==> config.mk <==
export PLATFORM = sky130hd
export DESIGN_NAME = tree_ensemble_sched
export DESIGN_NICKNAME = d
export VERILOG_FILES = /design/src/rtl/tree_sched_pkg.sv /design/src/rtl/tree_sched_accum.sv /design/src/rtl/tree_ensemble_sched.sv
export SDC_FILE = /design/constraint.sdc
export NUM_CORES = 1
export LEC_CHECK = 0
export CAP_MARGIN = 5
export CELL_PAD_IN_SITES_DETAIL_PLACEMENT = 0
export CELL_PAD_IN_SITES_GLOBAL_PLACEMENT = 2
export CORE_UTILIZATION = 32
export DETAILED_ROUTE_END_ITERATION = 16
export GPL_TIMING_DRIVEN = 0
export PLACE_DENSITY = 0.93
export REMOVE_ABC_BUFFERS = 1
export SYNTH_ARGS = -nofsm -noshare
export SYNTH_HDL_FRONTEND = slang
export SYNTH_SLANG_ARGS = --single-unit
export TNS_END_PERCENT = 5
==> constraint.sdc <==
create_clock -name ap_clk -period 5.1 [get_ports ap_clk]
set_input_delay 1.02 -clock ap_clk [delete_from_list [all_inputs] [get_ports ap_clk]]
set_output_delay 1.02 -clock ap_clk [all_outputs]
set_load 0.005 [all_outputs]
==> src/rtl/tree_sched_pkg.sv <==
// Shared types, default sizes and helpers for the tree-ensemble scheduler.
package tree_sched_pkg;

    localparam int unsigned N_TREES_DEF = 8;
    localparam int unsigned TIMEOUT_DEF = 1024;
    localparam int unsigned IDX_W       = $clog2(N_TREES_DEF);
    localparam int unsigned TMO_W       = $clog2(TIMEOUT_DEF + 1);

    typedef enum logic [1:0] {
        IDLE = 2'd0,
        RUN  = 2'd1,
        SUM  = 2'd2,
        OUT  = 2'd3
    } state_e;

    // Sign-extend the low w bits of v (bits above w are expected to be zero).
    function automatic logic [63:0] sext64(input logic [63:0] v, input int unsigned w);
        logic [63:0] hi_mask;
        hi_mask = ~64'd0 << w;
        return v[6'(w - 1)] ? (v | hi_mask) : (v & ~hi_mask);
    endfunction

endpackage

==> src/rtl/tree_sched_accum.sv <==
// Serial accumulator for the SUM phase: one per-tree score added per cycle onto BIAS.
module tree_sched_accum
    import tree_sched_pkg::*;
#(
    parameter int unsigned             N_TREES = N_TREES_DEF,
    parameter int unsigned             SCORE_W = 18,
    parameter int unsigned             ACC_W   = 22,
    parameter logic signed [ACC_W-1:0] BIAS    = '0
) (
    input  logic                            clk,
    input  logic                            rst_n,
    input  logic                            load,
    input  logic                            en,
    input  logic [N_TREES*SCORE_W-1:0]      scores,
    output logic signed [ACC_W-1:0]         acc,
    output logic                            last_c
);

    localparam int unsigned IW = (N_TREES > 1) ? $clog2(N_TREES) : 1;

    logic [IW-1:0]           idx_q, idx_d;
    logic signed [ACC_W-1:0] acc_q, acc_d;
    logic [SCORE_W-1:0]      score_sel;

    always_comb begin
        idx_d     = idx_q;
        acc_d     = acc_q;
        score_sel = scores[idx_q * SCORE_W +: SCORE_W];
        if (load) begin
            idx_d = '0;
            acc_d = BIAS;
        end else if (en) begin
            acc_d = acc_q + ACC_W'(sext64(64'(score_sel), SCORE_W));
            idx_d = (idx_q == IW'(N_TREES - 1)) ? '0 : idx_q + IW'(1);
        end
    end

    always_ff @(posedge clk or negedge rst_n) begin
        if (!rst_n) begin
            idx_q <= '0;
            acc_q <= '0;
        end else begin
            idx_q <= idx_d;
            acc_q <= acc_d;
        end
    end

    assign acc    = acc_q;
    assign last_c = en && (idx_q == IW'(N_TREES - 1));

endmodule

==> src/rtl/tree_ensemble_sched.sv <==
// Starts N_TREES ap_ctrl_hs engines, collects their scores, sums them onto BIAS.
// Optional RUN watchdog enabled by defining TREE_SCHED_TIMEOUT_EN.
module tree_ensemble_sched
    import tree_sched_pkg::*;
#(
    parameter int unsigned             N_TREES        = N_TREES_DEF,
    parameter int unsigned             SCORE_W        = 18,
    parameter int unsigned             ACC_W          = 22,
    parameter logic signed [ACC_W-1:0] BIAS           = '0,
    parameter int unsigned             TIMEOUT_CYCLES = TIMEOUT_DEF
) (
    input  logic                         ap_clk,
    input  logic                         ap_rst_n,
    input  logic                         in_valid,
    output logic                         in_ready,
    output logic [N_TREES-1:0]           eng_start,
    input  logic [N_TREES-1:0]           eng_ready,
    input  logic [N_TREES-1:0]           eng_done,
    input  logic [N_TREES*SCORE_W-1:0]   eng_score,
    output logic                         out_valid,
    input  logic                         out_ready,
    output logic signed [ACC_W-1:0]      out_score,
    output logic                         out_err,
    output logic                         busy
);

    if (ACC_W < SCORE_W + $clog2(N_TREES + 1) || TIMEOUT_CYCLES < 1) begin : g_param_chk
        $error("tree_ensemble_sched: ACC_W too narrow for the ensemble sum or TIMEOUT_CYCLES is zero");
    end

    state_e                     state_q, state_d;
    logic [N_TREES-1:0]         start_pend_q, start_pend_d;
    logic [N_TREES-1:0]         done_seen_q, done_seen_d;
    logic [N_TREES*SCORE_W-1:0] score_q, score_d;
    logic                       in_ready_q, in_ready_d;
    logic                       busy_q, busy_d;
    logic                       out_valid_q, out_valid_d;
    logic                       acc_load, acc_en, acc_last_c;

`ifdef TREE_SCHED_TIMEOUT_EN
    localparam int unsigned TW = $clog2(TIMEOUT_CYCLES + 1);
    logic [TW-1:0] tmo_q, tmo_d;
    logic          err_q, err_d;
`endif

    always_comb begin
        state_d      = state_q;
        start_pend_d = start_pend_q;
        done_seen_d  = done_seen_q;
        score_d      = score_q;
        acc_load     = 1'b0;
        acc_en       = 1'b0;
`ifdef TREE_SCHED_TIMEOUT_EN
        err_d        = err_q;
        tmo_d        = (state_q == RUN) ? tmo_q + TW'(1) : '0;
`endif
        case (state_q)
            IDLE: begin
                if (in_valid && in_ready_q) begin
                    start_pend_d = '1;
                    done_seen_d  = '0;
                    score_d      = '0;
                    state_d      = RUN;
`ifdef TREE_SCHED_TIMEOUT_EN
                    err_d        = 1'b0;
`endif
                end
            end
            RUN: begin
                start_pend_d = start_pend_q & ~eng_ready;
                // Only the first done per engine captures its score.
                for (int unsigned k = 0; k < N_TREES; k++) begin
                    if (eng_done[k] && !done_seen_q[k]) begin
                        done_seen_d[k]                    = 1'b1;
                        score_d[k*SCORE_W +: SCORE_W] = eng_score[k*SCORE_W +: SCORE_W];
                    end
                end
                if (&done_seen_d) begin
                    state_d      = SUM;
                    start_pend_d = '0;
                    acc_load     = 1'b1;
                end
`ifdef TREE_SCHED_TIMEOUT_EN
                else if (tmo_q == TW'(TIMEOUT_CYCLES - 1)) begin
                    state_d      = SUM;
                    start_pend_d = '0;
                    acc_load     = 1'b1;
                    err_d        = 1'b1;
                end
`endif
            end
            SUM: begin
                acc_en = 1'b1;
                if (acc_last_c) state_d = OUT;
            end
            OUT: begin
                if (out_ready) begin
                    state_d = IDLE;
`ifdef TREE_SCHED_TIMEOUT_EN
                    err_d   = 1'b0;
`endif
                end
            end
            default: state_d = IDLE;
        endcase
        in_ready_d  = (state_d == IDLE);
        busy_d      = (state_d != IDLE);
        out_valid_d = (state_d == OUT);
    end

    always_ff @(posedge ap_clk or negedge ap_rst_n) begin
        if (!ap_rst_n) begin
            state_q      <= IDLE;
            start_pend_q <= '0;
            done_seen_q  <= '0;
            score_q      <= '0;
            in_ready_q   <= 1'b0;
            busy_q       <= 1'b0;
            out_valid_q  <= 1'b0;
        end else begin
            state_q      <= state_d;
            start_pend_q <= start_pend_d;
            done_seen_q  <= done_seen_d;
            score_q      <= score_d;
            in_ready_q   <= in_ready_d;
            busy_q       <= busy_d;
            out_valid_q  <= out_valid_d;
        end
    end

`ifdef TREE_SCHED_TIMEOUT_EN
    always_ff @(posedge ap_clk or negedge ap_rst_n) begin
        if (!ap_rst_n) begin
            tmo_q <= '0;
            err_q <= 1'b0;
        end else begin
            tmo_q <= tmo_d;
            err_q <= err_d;
        end
    end
    assign out_err = err_q;
`else
    assign out_err = 1'b0;
`endif

    tree_sched_accum #(
        .N_TREES (N_TREES),
        .SCORE_W (SCORE_W),
        .ACC_W   (ACC_W),
        .BIAS    (BIAS)
    ) u_accum (
        .clk    (ap_clk),
        .rst_n  (ap_rst_n),
        .load   (acc_load),
        .en     (acc_en),
        .scores (score_q),
        .acc    (out_score),
        .last_c (acc_last_c)
    );

    assign in_ready  = in_ready_q;
    assign busy      = busy_q;
    assign out_valid = out_valid_q;
    assign eng_start = start_pend_q;

endmodule
==> results_dict.tcl, run 1 <==
set metrics [dict create \
    status "finished, final reports clean" \
    cts.hold.buffers_added 0 \
    groute.usage.overall_pct 18.3 \
    end_kind "flop" \
    share_of_post_route_cells_with_drive_strength_above_1_pct 10.3 \
    synthesis_warnings 0 \
    post-layout-total-power_mw 6.80 \
    synth.yosys.seq_area_share_pct 49.7 \
    clkTransAtPathRegs_ns 0.07 \
    chipWidth_um 175 \
    drt_first_pass_iters 4 \
    htree_num_levels 4 \
    int_power_mw 4.17 \
    dpl_worst_slack_ns 0.756 \
    synth-edff-count 0 \
    r2r_slack_ns 0.75 \
    clock_net_sink_count 190 \
    routed_wl_um 26900 \
    antenna_cells 0 \
    reg2reg_depth 11 \
    maximum_number_of_pins_on_one_net_before_global_route_repair 111 \
    yosysUniqueCellTypes 61 \
    critical_path_class "reg2reg" \
    postCtsSetupRepairBufs 0 \
    start_kind "flop" \
    timing.critical_path.cells "mux4_2, mux2_2, ha_1, fa_1, a211o_1, o211ai_1, a21oi_2, a311oi_2, o221ai_1, xnor2_1, o21ai_1" \
    row_count 62 \
    place_hpwl_um 19100 \
    power.density_nw_per_um2 533 \
    cts-root-buf "sky130_fd_sc_hd__clkbuf_16" \
    vias_in_the_first_global_route 7985 \
    layout_worst_path_cycle_share_pct 85.2 \
    report.final.setup_viol 0 \
    cts.path.max_buffers 2 \
    report.final.hold_viol_count 0 \
    clock_power_share_pct 19.4 \
    drc_errors 0 \
    switchingPower_mw 2.63 \
    wire_per_inst_um 17.3 \
    timing.hold.worst.class "reg2reg" \
    netSwitchingFraction_pct 38.7 \
    finalWorstPathRequiredPeriod_ns 4.35 \
    worst-path-max-fanout 39 \
    async_flop_share_pct 100 \
    grt_first_pass_wirelength_um 43300 \
    worst_path_max_delay_cell "sky130_fd_sc_hd__dfrtp_4" \
    netlist_area_um2 9570 \
    die_height_um 175 \
    post_dp_cell_area_um2 12200 \
    number_of_antenna_violations_at_the_first_check_in_global_routing 0 \
    finalWorstSetupSlack_ns 0.754 \
    drt.antenna.violating_nets 0 \
    layout.core_utilization_pct 43.9 \
    die_area_um2 30600 \
    post_route_skew_ns 0.0145 \
    synth.avg_cell_area_um2 9.65 \
    area_growth_syn_to_layout_pct 33.4 \
    whs_path_cells 2 \
    leakagePower_nw 5.39 \
    core_um2 29100 \
    detailed_route_via_count 7624 \
    achievable-frequency_mhz 230 \
    clock_tree_from_tritoncts "built" \
    final_max_slew_viol_count 0 \
    gp_routability_congestion 0.863 \
    vias_per_cell 4.91 \
    source_to_sink_clock_delay_at_the_later_pin_of_the_worst_skew_pair_ns 0.42 \
    number_of_drc_markers_in_iteration_0 303 \
    cts_inserted_buffers 17 \
    grt_overflow 0 \
    power.ir.vdd_worst_v 0.000258 \
    critPathMaxStageDelay_ns 1.02 \
    reg_power_share_pct 36.6 \
    numPortBuffers 196 \
    grt_setup_unrepaired "no" \
    postSynthCellCount 992 \
    finalInstanceArea_um2 12800 \
    fin_tns_setup_ns 0 \
    num-nets-final 1346 \
    relSlewSlack_pct 32.5 \
    post_cts_resized 0 \
    comb_power_share_pct 44.0 \
    tightest_slew_ns 1.01 \
    synth_ff_type "sky130_fd_sc_hd__dfrtp_1" \
    io_pins 198 \
    synth.ff_latch_count 190 \
    maxCapViolations 0 \
    initial_utilization_pct 32.9 \
    worst_ep_required_time_ns 5.38 \
    worst-endpoint-arrival_ns 4.62 \
]
## cells in the mapped netlist, types with 2 or more instances
master	n	share of area, %
sky130_fd_sc_hd__or3_1	2	0.13
sky130_fd_sc_hd__nand2b_1	3	0.20
sky130_fd_sc_hd__xnor2_1	9	0.82
sky130_fd_sc_hd__a21oi_2	4	0.37
sky130_fd_sc_hd__buf_1	4	0.16
sky130_fd_sc_hd__a21o_1	13	1.0
sky130_fd_sc_hd__o221ai_1	2	0.18
sky130_fd_sc_hd__a21boi_1	2	0.16
sky130_fd_sc_hd__a31oi_1	11	0.72
sky130_fd_sc_hd__nor2b_1	4	0.26
sky130_fd_sc_hd__mux4_2	34	8.0
sky130_fd_sc_hd__nor3_1	3	0.16
sky130_fd_sc_hd__a22o_1	9	0.82
sky130_fd_sc_hd__buf_2	27	1.4
sky130_fd_sc_hd__nor2_1	17	0.67
sky130_fd_sc_hd__mux2_2	17	2.0
sky130_fd_sc_hd__inv_1	15	0.59
sky130_fd_sc_hd__a211o_1	3	0.27
sky130_fd_sc_hd__dfrtp_1	190	50
sky130_fd_sc_hd__xor2_1	7	0.64
sky130_fd_sc_hd__o211ai_1	2	0.16
sky130_fd_sc_hd__mux4_1	2	0.55
sky130_fd_sc_hd__clkbuf_1	31	1.2
sky130_fd_sc_hd__o22ai_1	4	0.26
sky130_fd_sc_hd__and3_1	2	0.13
sky130_fd_sc_hd__nand2_1	315	12
sky130_fd_sc_hd__a32o_1	3	0.31
sky130_fd_sc_hd__o21ai_1	21	1.1
sky130_fd_sc_hd__nand3_1	5	0.26
sky130_fd_sc_hd__a21oi_1	22	1.2
sky130_fd_sc_hd__o21ai_0	156	8.2
sky130_fd_sc_hd__a31oi_2	2	0.26
sky130_fd_sc_hd__ha_1	23	3.0
## worst max-delay path: cells and delay by family (launching register included)
kind / cells / cell delay [ns]
compound gates: 6 / 1.42
xor+xnor: 1 / 0.17
fa+ha+maj: 2 / 0.65
flops: 1 / 1.02
mux: 2 / 0.92
## cell type report
| cell class | count | area, um^2 |
|---|---|---|
| Fill cell | 2881 | 16300 |
| Tap cell | 384 | 480 |
| Clock buffer | 19 | 443 |
| Inverter | 15 | 56.3 |
| Clock inverter | 12 | 128 |
| Timing Repair Buffer | 211 | 2300 |
| Sequential cell | 190 | 4760 |
| Multi-Input combinational cell | 723 | 4600 |
## registers in the layout, indices dropped and copies added (netlist names)
signal and cells:
state_q 2, u_accum.idx_q 3, done_seen_q 8, out_valid 1, u_accum.acc 22, busy 1
in_ready 1, eng_start 8, score_q 144
## cells by family after synthesis
family                   Yosys count  synth area share [%]
AND/OR/NAND/NOR                  360                  15.0
multiplexers                      56                  10.9
adder cells (fa/ha/maj)           24                  3.22
other                              1                0.0392
flip-flops                       190                  49.7
AO/OA/AOI/OAI                    266                  16.1
XOR/XNOR                          16                  1.46
buffers and inverters             79                  3.57
## power groups by stage
stage	Combinational (mW)	Sequential [mW]	Clock [mW]
2_1_floorplan	1.90	2.38	0
4_1_cts	3.04	2.50	1.37
5_1_grt	3.33	2.58	1.42
3_5_place_dp	3.03	2.53	0
6_report	2.99	2.49	1.32
3_3_place_gp	2.98	2.62	0
## cell usage in the layout, fill, tap and decap left out, drive strengths merged, types with 7 or more instances in the layout
| cell | count |
|---|---|
| a21o | 13 |
| a21oi | 26 |
| a22o | 9 |
| a31oi | 13 |
| buf | 16 |
| clkbuf | 19 |
| clkdlybuf4s50 | 195 |
| dfrtp | 190 |
| ha | 23 |
| inv | 21 |
| mux2 | 19 |
| mux4 | 36 |
| nand2 | 315 |
| nor2 | 17 |
| o21ai | 177 |
| xnor2 | 9 |
| xor2 | 7 |
## stage by stage
step	cells	hold slack [ns]
floorplan	928	0.442
detailed placement	1523	0.465
global route	1554	0.501
CTS	1554	0.482
finish	1554	0.475
global placement	1508	0.455
## layer usage
metal	share of wire, %	up-vias	track usage [%]
met1	44	3699	23.7
met3	4.8	7	4.09
met5	0	-	0
li1	-	3771	-
met4	0.66	0	3.15
met2	50	147	31.7
## path summary, 6_finish.rpt
| kind | startpoint | end |
|---|---|---|
| max | u_accum.idx_q[0] | u_accum.acc[16] |
| min | score_q[38] | score_q[38] |
| max reg2reg | u_accum.idx_q[0] | u_accum.acc[16] |
| min reg2reg | score_q[38] | score_q[38] |
| max in group asynchronous | ap_rst_n | u_accum.idx_q[0] |
| min in group asynchronous | ap_rst_n | score_q[87] |
(Power assumes the default switching activity.)
==> inputs of run 2 (changes only) <==
--- a/config.mk
+++ b/config.mk
@@ -11,9 +11,9 @@
 export CORE_UTILIZATION = 32
 export DETAILED_ROUTE_END_ITERATION = 16
 export GPL_TIMING_DRIVEN = 0
+export HOLD_SLACK_MARGIN = 0.06
 export PLACE_DENSITY = 0.93
 export REMOVE_ABC_BUFFERS = 1
 export SYNTH_ARGS = -nofsm -noshare
 export SYNTH_HDL_FRONTEND = slang
 export SYNTH_SLANG_ARGS = --single-unit
-export TNS_END_PERCENT = 5
==> results of run 2 <==
Final layout, timing and power as in run 1 (identical DEF).
